**config.mk**
```make
export PLATFORM = sky130hd
export DESIGN_NAME = game_download_rx_flat
export DESIGN_NICKNAME = d
export VERILOG_FILES = /design/src/rtl/game_download_rx_pkg.sv /design/src/rtl/game_download_rx_if.sv /design/src/rtl/game_download_rx_uart_rx_core.sv /design/src/rtl/game_download_rx.sv /design/src/flat_wrapper.sv
export SDC_FILE = /design/constraint.sdc
export NUM_CORES = 1
export LEC_CHECK = 0
export ABC_AREA = 1
export BUFFER_PORTS_ARGS = -buffer_cell sky130_fd_sc_hd__buf_4
export CAP_MARGIN = 20
export CELL_PAD_IN_SITES_DETAIL_PLACEMENT = 0
export CELL_PAD_IN_SITES_GLOBAL_PLACEMENT = 1
export CORE_ASPECT_RATIO = 1.25
export CORE_MARGIN = 2
export CORE_UTILIZATION = 39
export CTS_CLUSTER_DIAMETER = 120
export DETAILED_ROUTE_END_ITERATION = 16
export HOLD_SLACK_MARGIN = 0.06
export PLACE_DENSITY_LB_ADDON = 0.12
export SYNTH_ARGS = -nofsm -noshare
export SYNTH_HDL_FRONTEND = slang
export SYNTH_SLANG_ARGS = --single-unit
export TNS_END_PERCENT = 30
```
**constraint.sdc**
```tcl
create_clock -name clk -period 2.2 [get_ports clk]
set_input_delay 0.11 -clock clk [delete_from_list [all_inputs] [get_ports clk]]
set_output_delay 0.11 -clock clk [all_outputs]
set_load 0.02 [all_outputs]
```
**src/rtl/game_download_rx_pkg.sv**
```systemverilog
// ---------------------------------------------------------------------------
// game_dl_pkg
// Shared constants and types for the game download receiver: start-of-frame
// byte, loader file type codes, error code enum and the FSM state types.
// Optional feature macro: GAME_DOWNLOAD_CHECKSUM_EN adds the CSUM state.
// ---------------------------------------------------------------------------
package game_dl_pkg;

  localparam logic [7:0] SOF_BYTE      = 8'hA5;
  localparam logic [7:0] FILETYPE_BIOS = 8'h0A;
  localparam logic [7:0] FILETYPE_FDS  = 8'h0B;

  typedef enum logic [1:0] {
    ERR_NONE    = 2'd0,
    ERR_FRAME   = 2'd1,
    ERR_TIMEOUT = 2'd2,
    ERR_CSUM    = 2'd3
  } errCode_e;

  typedef enum logic [2:0] {
    ST_IDLE = 3'd0,
    ST_TYPE = 3'd1,
    ST_LEN0 = 3'd2,
    ST_LEN1 = 3'd3,
    ST_LEN2 = 3'd4,
    ST_DATA = 3'd5,
`ifdef GAME_DOWNLOAD_CHECKSUM_EN
    ST_CSUM = 3'd6,
`endif
    ST_ERR  = 3'd7
  } dlState_e;

  typedef enum logic [2:0] {
    RX_IDLE  = 3'd0,
    RX_START = 3'd1,
    RX_DATA  = 3'd2,
    RX_STOP  = 3'd3,
    RX_DONE  = 3'd4
  } rxState_e;

  function automatic logic isSof(input logic [7:0] b);
    return b == SOF_BYTE;
  endfunction

endpackage

```
**src/rtl/game_download_rx_if.sv**
```systemverilog
// ---------------------------------------------------------------------------
// game_download_rx_if
// Bundles the serial input and the loader/status outputs of the download
// receiver.
//   uart_rx     serial line, idle high, 8N1 LSB first
//   downloading high while payload bytes are being delivered
//   filetype    packet type byte
//   indata      payload byte, valid with indata_clk
//   indata_clk  one-cycle payload strobe
//   error       sticky error flag
//   err_code    error cause (errCode_e)
//   bytes_rcvd  payload bytes forwarded in current/last packet
// Modports: master = host/serial side, slave = receiver side.
// ---------------------------------------------------------------------------
interface game_download_rx_if;
  import game_dl_pkg::*;

  logic        uart_rx;
  logic        downloading;
  logic [7:0]  filetype;
  logic [7:0]  indata;
  logic        indata_clk;
  logic        error;
  errCode_e    err_code;
  logic [23:0] bytes_rcvd;

  modport master (
    output uart_rx,
    input  downloading, filetype, indata, indata_clk, error, err_code, bytes_rcvd
  );

  modport slave (
    input  uart_rx,
    output downloading, filetype, indata, indata_clk, error, err_code, bytes_rcvd
  );

endinterface

```
**src/rtl/game_download_rx_uart_rx_core.sv**
```systemverilog
// ---------------------------------------------------------------------------
// uart_rx_core
// 8N1 UART receiver with a 2-FF synchroniser and mid-bit sampling.
//   clk, reset   system clock, synchronous active-high reset
//   rx_i         asynchronous serial input (idle high)
//   rx_data_o    received byte, valid while rx_valid_o is high
//   rx_valid_o   one-cycle pulse, the clock after a good stop bit sample
//   rx_ferr_o    one-cycle pulse, the clock after a low stop bit sample
// Parameter CLKS_PER_BIT must be at least 8.
// ---------------------------------------------------------------------------
module uart_rx_core
  import game_dl_pkg::*;
#(
  parameter int CLKS_PER_BIT = 10
) (
  input  logic       clk,
  input  logic       reset,
  input  logic       rx_i,
  output logic [7:0] rx_data_o,
  output logic       rx_valid_o,
  output logic       rx_ferr_o
);

  localparam int CNT_W = $clog2(CLKS_PER_BIT);
  localparam logic [CNT_W-1:0] HALF_M1 = CNT_W'(CLKS_PER_BIT / 2 - 1);
  localparam logic [CNT_W-1:0] FULL_M1 = CNT_W'(CLKS_PER_BIT - 1);

  logic             sync1_q, sync2_q, prev_q;
  rxState_e         state_q, state_d;
  logic [CNT_W-1:0] cnt_q, cnt_d;
  logic [2:0]       bitIdx_q, bitIdx_d;
  logic [7:0]       shift_q, shift_d;
  logic             stopBit_q, stopBit_d;
  logic             valid_q, valid_d;
  logic             ferr_q, ferr_d;
  logic             fallEdge;

  // Edge-triggered start so a line held low after a bad stop bit does not
  // immediately re-trigger a new frame.
  assign fallEdge = prev_q & ~sync2_q;

  always_ff @(posedge clk) begin
    if (reset) begin
      sync1_q   <= 1'b1;
      sync2_q   <= 1'b1;
      prev_q    <= 1'b1;
      state_q   <= RX_IDLE;
      cnt_q     <= '0;
      bitIdx_q  <= '0;
      shift_q   <= '0;
      stopBit_q <= 1'b1;
      valid_q   <= 1'b0;
      ferr_q    <= 1'b0;
    end else begin
      sync1_q   <= rx_i;
      sync2_q   <= sync1_q;
      prev_q    <= sync2_q;
      state_q   <= state_d;
      cnt_q     <= cnt_d;
      bitIdx_q  <= bitIdx_d;
      shift_q   <= shift_d;
      stopBit_q <= stopBit_d;
      valid_q   <= valid_d;
      ferr_q    <= ferr_d;
    end
  end

  always_comb begin
    state_d   = state_q;
    cnt_d     = cnt_q;
    bitIdx_d  = bitIdx_q;
    shift_d   = shift_q;
    stopBit_d = stopBit_q;
    valid_d   = 1'b0;
    ferr_d    = 1'b0;

    case (state_q)
      RX_IDLE: begin
        if (fallEdge) begin
          state_d = RX_START;
          cnt_d   = '0;
        end
      end
      // A start bit that is high again at half a bit time was a glitch.
      RX_START: begin
        if (cnt_q == HALF_M1) begin
          cnt_d    = '0;
          bitIdx_d = '0;
          state_d  = sync2_q ? RX_IDLE : RX_DATA;
        end else begin
          cnt_d = cnt_q + 1'b1;
        end
      end
      RX_DATA: begin
        if (cnt_q == FULL_M1) begin
          cnt_d   = '0;
          shift_d = {sync2_q, shift_q[7:1]};
          if (bitIdx_q == 3'd7) state_d = RX_STOP;
          else                  bitIdx_d = bitIdx_q + 1'b1;
        end else begin
          cnt_d = cnt_q + 1'b1;
        end
      end
      RX_STOP: begin
        if (cnt_q == FULL_M1) begin
          stopBit_d = sync2_q;
          state_d   = RX_DONE;
        end else begin
          cnt_d = cnt_q + 1'b1;
        end
      end
      // Report the frame one clock after the stop sample; a new start edge
      // arriving in this cycle is still honoured.
      RX_DONE: begin
        valid_d = stopBit_q;
        ferr_d  = ~stopBit_q;
        cnt_d   = '0;
        state_d = fallEdge ? RX_START : RX_IDLE;
      end
      default: state_d = RX_IDLE;
    endcase
  end

  assign rx_data_o  = shift_q;
  assign rx_valid_o = valid_q;
  assign rx_ferr_o  = ferr_q;

endmodule

```
**src/rtl/game_download_rx.sv**
```systemverilog
// ---------------------------------------------------------------------------
// game_download_rx
// UART front end for game download. Parses
//   0xA5, TYPE, LEN[7:0], LEN[15:8], LEN[23:16], LEN payload bytes [, CSUM]
// and forwards each payload byte to the loader as a single strobe.
// Ports:
//   clk, reset  system clock, synchronous active-high reset
//   bus         game_download_rx_if.slave (serial in, loader/status outputs)
// Parameters: CLK_HZ, BAUD (CLK_HZ/BAUD must be >= 8), TIMEOUT_CYCLES.
// Optional feature macro: GAME_DOWNLOAD_CHECKSUM_EN -- XOR checksum trailer
// after the payload, mismatch reported as err_code 3.
// ---------------------------------------------------------------------------
module game_download_rx
  import game_dl_pkg::*;
#(
  parameter int CLK_HZ         = 21477272,
  parameter int BAUD           = 115200,
  parameter int TIMEOUT_CYCLES = 2147727
) (
  input logic               clk,
  input logic               reset,
  game_download_rx_if.slave bus
);

  localparam int CLKS_PER_BIT = CLK_HZ / BAUD;
  localparam int TO_W = $clog2(TIMEOUT_CYCLES + 1);
  localparam logic [TO_W-1:0] TO_LAST = TO_W'(TIMEOUT_CYCLES - 1);

  logic [7:0] rxData;
  logic       rxValid, rxFerr;

  uart_rx_core #(.CLKS_PER_BIT(CLKS_PER_BIT)) u_rx (
    .clk       (clk),
    .reset     (reset),
    .rx_i      (bus.uart_rx),
    .rx_data_o (rxData),
    .rx_valid_o(rxValid),
    .rx_ferr_o (rxFerr)
  );

  dlState_e    state_q, state_d;
  logic [7:0]  filetype_q, filetype_d;
  logic [7:0]  indata_q, indata_d;
  logic        indataClk_q, indataClk_d;
  logic        downloading_q, downloading_d;
  logic        error_q, error_d;
  errCode_e    errCode_q, errCode_d;
  logic [23:0] bytesRcvd_q, bytesRcvd_d;
  logic [15:0] len_q, len_d;
  logic [23:0] lenRem_q, lenRem_d;
  logic [TO_W-1:0] toCnt_q, toCnt_d;
`ifdef GAME_DOWNLOAD_CHECKSUM_EN
  logic [7:0]  csum_q, csum_d;
`endif

  logic [23:0] lenFull;
  logic        inPacket;
  logic        timeoutHit;

  assign lenFull    = {rxData, len_q};
  assign inPacket   = (state_q != ST_IDLE) && (state_q != ST_ERR);
  assign timeoutHit = inPacket && !rxValid && (toCnt_q == TO_LAST);

  always_ff @(posedge clk) begin
    if (reset) begin
      state_q       <= ST_IDLE;
      filetype_q    <= '0;
      indata_q      <= '0;
      indataClk_q   <= 1'b0;
      downloading_q <= 1'b0;
      error_q       <= 1'b0;
      errCode_q     <= ERR_NONE;
      bytesRcvd_q   <= '0;
      len_q         <= '0;
      lenRem_q      <= '0;
      toCnt_q       <= '0;
`ifdef GAME_DOWNLOAD_CHECKSUM_EN
      csum_q        <= '0;
`endif
    end else begin
      state_q       <= state_d;
      filetype_q    <= filetype_d;
      indata_q      <= indata_d;
      indataClk_q   <= indataClk_d;
      downloading_q <= downloading_d;
      error_q       <= error_d;
      errCode_q     <= errCode_d;
      bytesRcvd_q   <= bytesRcvd_d;
      len_q         <= len_d;
      lenRem_q      <= lenRem_d;
      toCnt_q       <= toCnt_d;
`ifdef GAME_DOWNLOAD_CHECKSUM_EN
      csum_q        <= csum_d;
`endif
    end
  end

  always_comb begin
    state_d       = state_q;
    filetype_d    = filetype_q;
    indata_d      = indata_q;
    indataClk_d   = 1'b0;
    downloading_d = downloading_q;
    error_d       = error_q;
    errCode_d     = errCode_q;
    bytesRcvd_d   = bytesRcvd_q;
    len_d         = len_q;
    lenRem_d      = lenRem_q;
`ifdef GAME_DOWNLOAD_CHECKSUM_EN
    csum_d        = csum_q;
`endif
    // The inter-byte timer only runs inside a packet.
    toCnt_d = (rxValid || !inPacket) ? '0 : toCnt_q + 1'b1;

    case (state_q)
      // Outside a packet only a SOF matters; downloading drops here, which
      // puts the falling edge one clock after the final strobe.
      ST_IDLE, ST_ERR: begin
        downloading_d = 1'b0;
        if (rxValid && isSof(rxData)) begin
          state_d     = ST_TYPE;
          error_d     = 1'b0;
          errCode_d   = ERR_NONE;
          bytesRcvd_d = '0;
        end
      end
      default: begin
        if (rxFerr) begin
          state_d       = ST_ERR;
          downloading_d = 1'b0;
          error_d       = 1'b1;
          errCode_d     = ERR_FRAME;
        end else if (timeoutHit) begin
          state_d       = ST_ERR;
          downloading_d = 1'b0;
          error_d       = 1'b1;
          errCode_d     = ERR_TIMEOUT;
        end else if (rxValid) begin
          case (state_q)
            ST_TYPE: begin
              filetype_d = rxData;
              state_d    = ST_LEN0;
            end
            ST_LEN0: begin
              len_d[7:0] = rxData;
              state_d    = ST_LEN1;
            end
            ST_LEN1: begin
              len_d[15:8] = rxData;
              state_d     = ST_LEN2;
            end
            ST_LEN2: begin
              if (lenFull == '0) begin
                state_d = ST_IDLE;
              end else begin
                state_d       = ST_DATA;
                downloading_d = 1'b1;
                lenRem_d      = lenFull;
`ifdef GAME_DOWNLOAD_CHECKSUM_EN
                csum_d        = '0;
`endif
              end
            end
            // SOF bytes here are payload; no resync inside a packet.
            ST_DATA: begin
              indata_d    = rxData;
              indataClk_d = 1'b1;
              bytesRcvd_d = bytesRcvd_q + 24'd1;
              lenRem_d    = lenRem_q - 24'd1;
`ifdef GAME_DOWNLOAD_CHECKSUM_EN
              csum_d      = csum_q ^ rxData;
              if (lenRem_q == 24'd1) state_d = ST_CSUM;
`else
              if (lenRem_q == 24'd1) state_d = ST_IDLE;
`endif
            end
`ifdef GAME_DOWNLOAD_CHECKSUM_EN
            // Forwarded data is not retracted on a bad checksum.
            ST_CSUM: begin
              if (rxData == csum_q) begin
                state_d = ST_IDLE;
              end else begin
                state_d       = ST_ERR;
                downloading_d = 1'b0;
                error_d       = 1'b1;
                errCode_d     = ERR_CSUM;
              end
            end
`endif
            default: state_d = state_q;
          endcase
        end
      end
    endcase
  end

  assign bus.downloading = downloading_q;
  assign bus.filetype    = filetype_q;
  assign bus.indata      = indata_q;
  assign bus.indata_clk  = indataClk_q;
  assign bus.error       = error_q;
  assign bus.err_code    = errCode_q;
  assign bus.bytes_rcvd  = bytesRcvd_q;

endmodule

```
**src/flat_wrapper.sv**
```systemverilog
// flat-port wrapper written by rule: the top's interface ports become plain ports
module game_download_rx_flat import game_dl_pkg::*;
#(
  parameter int CLK_HZ         = 21477272,
  parameter int BAUD           = 115200,
  parameter int TIMEOUT_CYCLES = 2147727
)
  (clk, reset, bus_uart_rx, bus_downloading, bus_filetype, bus_indata, bus_indata_clk, bus_error, bus_err_code, bus_bytes_rcvd);
  game_download_rx_if bus_i ();
  input logic clk;
  input logic reset;
  input wire logic [$bits(bus_i.uart_rx)-1:0] bus_uart_rx;
  output wire logic [$bits(bus_i.downloading)-1:0] bus_downloading;
  output wire logic [$bits(bus_i.filetype)-1:0] bus_filetype;
  output wire logic [$bits(bus_i.indata)-1:0] bus_indata;
  output wire logic [$bits(bus_i.indata_clk)-1:0] bus_indata_clk;
  output wire logic [$bits(bus_i.error)-1:0] bus_error;
  output wire logic [$bits(bus_i.err_code)-1:0] bus_err_code;
  output wire logic [$bits(bus_i.bytes_rcvd)-1:0] bus_bytes_rcvd;
  assign bus_i.uart_rx = bus_uart_rx;
  assign bus_downloading = bus_i.downloading;
  assign bus_filetype = bus_i.filetype;
  assign bus_indata = bus_i.indata;
  assign bus_indata_clk = bus_i.indata_clk;
  assign bus_error = bus_i.error;
  assign bus_err_code = bus_i.err_code;
  assign bus_bytes_rcvd = bus_i.bytes_rcvd;
  game_download_rx #(.CLK_HZ(CLK_HZ), .BAUD(BAUD), .TIMEOUT_CYCLES(TIMEOUT_CYCLES)) u_core (.clk(clk), .reset(reset), .bus(bus_i));
endmodule
```
Word level (Yosys, flattened, before mapping)
Cells that the tools add are included.

word-level totals
  bits in registers = 138
  latch bits = 0
  memory bits (writable) = 0
  memory bits (read-only) = 0
  input bits = 3
  output and inout port bits = 45
  logic and storage cells = 145
  memories = 0

operators by class
  $add $sub $neg = 5
  $mul = 0
  div/mod/pow operators = 0
  $lt $le $gt $ge = 0
  eq/ne operators = 29
  shift operators = 0
  muxes and demuxes = 42
  bitwise operators = 9
  reductions and logical operators = 38

operator list
  kind                   count
  $mux 24                7
  $pmux 24 s2            1
  $mux 3                 15
  $pmux 8 s5             1
  $mux 8                 4
  $pmux 3 s5             2
  $reduce_and 5->1       6
  $add 24x1->24 const B  1
  $eq 24x1->1 const B    1
  $logic_not 24->1       1
  $sub 24x1->24 const B  1
  $add 22x1->22 const B  1
  $eq 22x22->1 const B   1
  $ne 2x2->1 const B     9
  $eq 8x8->1 const B     2
  $eq 3x3->1 const B     5
  $eq 3x2->1 const B     4
  $mux 2                 5
  $add 8x1->8 const B    1
  $eq 8x7->1 const B     1
  $not 1->1              8
  $reduce_and 4->1       2
  $reduce_bool 2->1      4
  $reduce_bool 8->1      1
  other kinds (21)       39

Logic depth before layout (Yosys ltp)
  word-level depth = 7
  gate-level depth with buffers = 13
  gate-level depth less buffers = 13

Modules after synthesis
From an unflattened synthesis, not the netlist that was laid out.

unflattened totals
  cells, all modules = 1092
  area, all modules = 7130.6 µm²

modules (own cells, without submodules)
  module            times used  cells an instance  area an instance (µm²)  seq. area each (µm²)
  game_download_rx  1           890                5725.5                  2202.1
  uart_rx_core      1           202                1405.1                  560.5

Worst setup path before layout
OpenSTA, ideal clock, no wires.

  path kind = reg2reg
  start = register u_core.bytesRcvd_q[0] (netlist: u_core.bus.bytes_rcvd[0])
  end = register u_core.bytesRcvd_q[20] (netlist: u_core.bus.bytes_rcvd[20])
  library setup time = 0.115 ns
  data arrival time = 1.713 ns
  data required time = 2.085 ns
  slack = 0.372 ns
  stages on the path, launching flop included = 11
  buffers on the path = 0
  period minus slack after synthesis = 1.828 ns
  cells stage by stage = dfxtp_1 -> ha_1 -> nand2_1 -> inv_1 -> nand3_1 -> nor3b_1 -> nand2_1 -> nor2_1 -> nand3_1 -> nand2_1 -> nor2_1

on the way
  longest elaborated chain between the ends = 6

RTL lines
  element                   RTL line                 text
  start: declaration        game_download_rx.sv:48   logic [23:0] bytesRcvd_q, bytesRcvd_d;
  start signal: assignment  game_download_rx.sv:88   bytesRcvd_q <= bytesRcvd_d;
  $add 24x1->24             game_download_rx.sv:168  bytesRcvd_d = bytesRcvd_q + 24'd1;
  $mux 24                   game_download_rx.sv:139  case (state_q)
  $mux 24                   game_download_rx.sv:138  end else if (rxValid) begin
  $mux 24                   game_download_rx.sv:133  end else if (timeoutHit) begin
  $mux 24                   game_download_rx.sv:128  if (rxFerr) begin
  $mux 24                   game_download_rx.sv:115  case (state_q)

No other way between the ends. The select of a mux whose other input is x is not followed.
A chain may end at the register's enable or synchronous reset.

Worst setup path in the final report
  start = register u_core.state_q[1]
  end = register u_core.bytesRcvd_q[7] (netlist: u_core.bus.bytes_rcvd[7])

on the way
  longest elaborated chain between the ends = 6
  elaborated cells on any way between the ends = 16
  those cells by class = eq/ne: 6; mux: 1; reduce/logical: 9

RTL lines
  element                                          RTL line                text
  start: declaration                               game_download_rx.sv:41  dlState_e state_q, state_d;
  start signal: assignment                         game_download_rx.sv:81  state_q <= state_d;
  $ne 3x3->1 or $reduce_bool 3->1 (tied branches)  game_download_rx.sv:61  assign inPacket = (state_q != ST_IDLE) && (state_q != ST_ERR);
  $logic_and 1x1->1                                game_download_rx.sv:61
  $logic_and 1x1->1 (2 in series)                  game_download_rx.sv:62  assign timeoutHit = inPacket && !rxValid && (toCnt_q == TO_LAST);
  $ne 2x2->1 (no line)                             n/a
  $reduce_and 5->1 (no line)                       n/a

Several ways; a longest one is shown, not always the timed one.

==> flow_summary.toml <==
[setup_path]
end_kind = "flop"
cp_common_cell = "nand2_1"
worstPathRequired_ns = 2.52
cp_slowest_cell = "dfxtp_1"
path_class = "flop to flop"
crit_chain = "inv_2 -> nand2_1 -> nand2_1 -> nand2_4 -> inv_2 -> o21ai_2 -> nand2_2 -> inv_2 -> nand2_1 -> nor2_1 -> nand2_1 -> nand2_1 -> nor2_1"
critPathLaunchType = "flop"
max_stage_delay_ns = 0.40
worst-path-max-fanout = 10
arrival_ns = 2.29

[logic_synthesis]
synth_commonest_cells = "nand2_1 (245), nor2_1 (183), dfxtp_1 (138), inv_1 (122), a21oi_1 (92)"
synth.most_common_cell = "nand2_1"
synth_area_um2 = 6990
syn_inst = 1078
synth_edf_count = 0
synth.top_cell.area_share_pct = 39.5
async_flop_share_pct = 0
ys_ff_latch = 138
synth.distinct_cells = 40
syn_area_per_cell_um2 = 6.49
synth_top_area_cell = "dfxtp_1"
synthFlopType = "dfxtp_1"
ys_warn_count = 0
seq_area_frac_synth_pct = 39.5
synth_fp_nets = 1091
yosys-top-cells-area = "dfxtp_1 (40%), nand2_1 (13%), nor2_1 (9.8%)"

[power_and_ir_drop]
p_per_area_nw_per_um2 = 725
p_leak_nw = 3.53
irDropWorstVdd_mv = 0.458

[finish]
multi_input_area_um2 = 3610
diodes = 0
fill_cells = 1869
fin_util_pct = 47.4
syn_to_final_growth_pct = 18.7
regArea_um2 = 2760
drive_gt1_share_pct = 11.3
fin_nets = 1156
instances_no_fill = 1379
fin_area_um2 = 8300

[placed_design]
place_hpwl_um = 13500
dpl.cell_count = 1346
gp_congestion = 0.807
port_buffers = 47
dpl-instance-area_um2 = 7700

[detailed_routing]
vias_per_cell = 4.93
ant_nets = 0
vias = 6796
routedWlPerCell_um = 13.4
finalWirelength_um = 18500
drtIter0Drc = 335
drt-pass1-iter-count = 5
route.detailed.drc = 0

[floorplanning]
fp.coreArea_um2 = 17500
rows = 54
die_h_um = 154
start_util_pct = 40.0
die_area_um2 = 19000
die_w_um = 124
pin_count = 48

[grt]
grt_max_degree = 39
first_global_vias = 6419
grt_usage_pct = 21.2
grt_overflow = 0
antenna_found_initial = 0
grt_pass1_wl_um = 31900

[clock_tree]
clockBufferDepth = 2
h-tree-depth = 4
cts_tree = "done"
clk_latency_ns = 0.43
cts_made_buffers = 17
post_cts_buffers = 0
cts_root_buf = "clkbuf_16"
cts_sinks = 138
clk_pin_slew_ns = 0.06

[sta]
finalHoldViolations = 0
tns_ns = 0
max_slew.worst_pin.slew_ns = 0.487
rsz0062_at_grt = "false"
maxSlewViolCount = 0
fmax_ghz = 0.508
slew_headroom_pct = 67.3
hold_ws_ns = 0.409
post-route-min-period_ns = 1.97
fin_worst_skew_ns = 0.0122
setup_viol = 0
period_share_pct = 89.5

[min_path]
hold_path.class = "flop to flop"

[status]
outcome = "complete, no violations"

[job]
drv_cap = 0
## final cells by class
type                       instances  area share (%)
tap                              224            3.38
multi-input combinational        781            43.5
clock inverter                     7           0.769
timing repair buffer              75            6.99
inverter                         130            5.88
sequential                       138            33.3
clock buffer                      24            6.16
## critical path: cells and delay by family, from the launching register on
family,cells,cell delay (ns)
AND/OR/NAND/NOR,9,0.98
buffers and inverters,3,0.41
flip-flops,1,0.40
AO/OA/AOI/OAI,1,0.08
## placed cells by master (no fill, tap or decap), types with 3 or more instances in the layout
cell type,count
nand2_1,245
nor2_1,183
dfxtp_1,138
inv_1,121
a21oi_1,92
o21ai_0,91
nand3_1,75
buf_4,72
nor3_1,22
clkbuf_16,17
nand4_1,16
ha_1,10
inv_2,9
clkbuf_8,6
clkinv_2,5
xor2_1,4
nand2_2,3
nor2_4,3
nor3b_1,3
o21bai_1,3
## registers in the layout (all words and copies together) (netlist names), 8 cells and up
signal,cells
u_core.bus.bytes_rcvd,24
u_core.bus.filetype,8
u_core.bus.indata,8
u_core.lenRem_q,24
u_core.len_q,16
u_core.toCnt_q,22
u_core.u_rx.cnt_q,8
u_core.u_rx.rx_data_o,8
## through the flow
stage | setup WS, ns | total power [mW]
3_5_place_dp | 0.218 | 3.30
5_1_grt | 0.0389 | 6.34
6_report | 0.231 | 6.02
4_1_cts | 0.203 | 6.11
3_3_place_gp | 0.258 | 3.29
2_1_floorplan | 0.372 | 3.13
## layer usage
layer | part of all wire [%] | up-vias | global-route usage [%]
met5 | 0 | - | 0
met4 | 1.7 | 0 | 7.25
met3 | 3.2 | 25 | 4.49
met2 | 48 | 96 | 34.8
met1 | 47 | 3057 | 27.3
li1 | - | 3618 | -
## final timing paths
path              slack, ns                  endpoint  cells after the start                 from
setup reg to reg       0.23  u_core.bus.bytes_rcvd[7]                     13    u_core.state_q[1]
setup / recovery       0.23  u_core.bus.bytes_rcvd[7]                     13    u_core.state_q[1]
hold reg to reg        0.41       u_core.u_rx.sync2_q                      1  u_core.u_rx.sync1_q
hold / removal         0.41       u_core.u_rx.sync2_q                      1  u_core.u_rx.sync1_q
## what timing repair did
| item | 4_1_cts | 5_1_grt |
|---|---|---|
| gates resized for setup | 0 | 2 |
| hold endpoints to repair | 11 | 0 |
| hold buffers | 2 | 0 |
| setup endpoints to repair | 0 | 11 |
## power by group
group	switching [mW]	internal, mW	total (mW)	leakage (nW)
Clock	1.07	1.72	2.78	0.292
Sequential	0.0485	2.56	2.61	1.11
Combinational	0.417	0.210	0.627	2.12
## cells by family (layout without fill, tap and decap cells)
kind of cell / count (synthesis) / after routing / share of synthesized area (%)
simple gates: 564 / 564 / 33.9
compound gates: 201 / 201 / 15.1
buf+inv: 159 / 236 / 8.93
fa+ha+maj: 10 / 10 / 1.79
flops: 138 / 138 / 39.5
xor+xnor: 6 / 6 / 0.752
(Power assumes the default switching activity.)
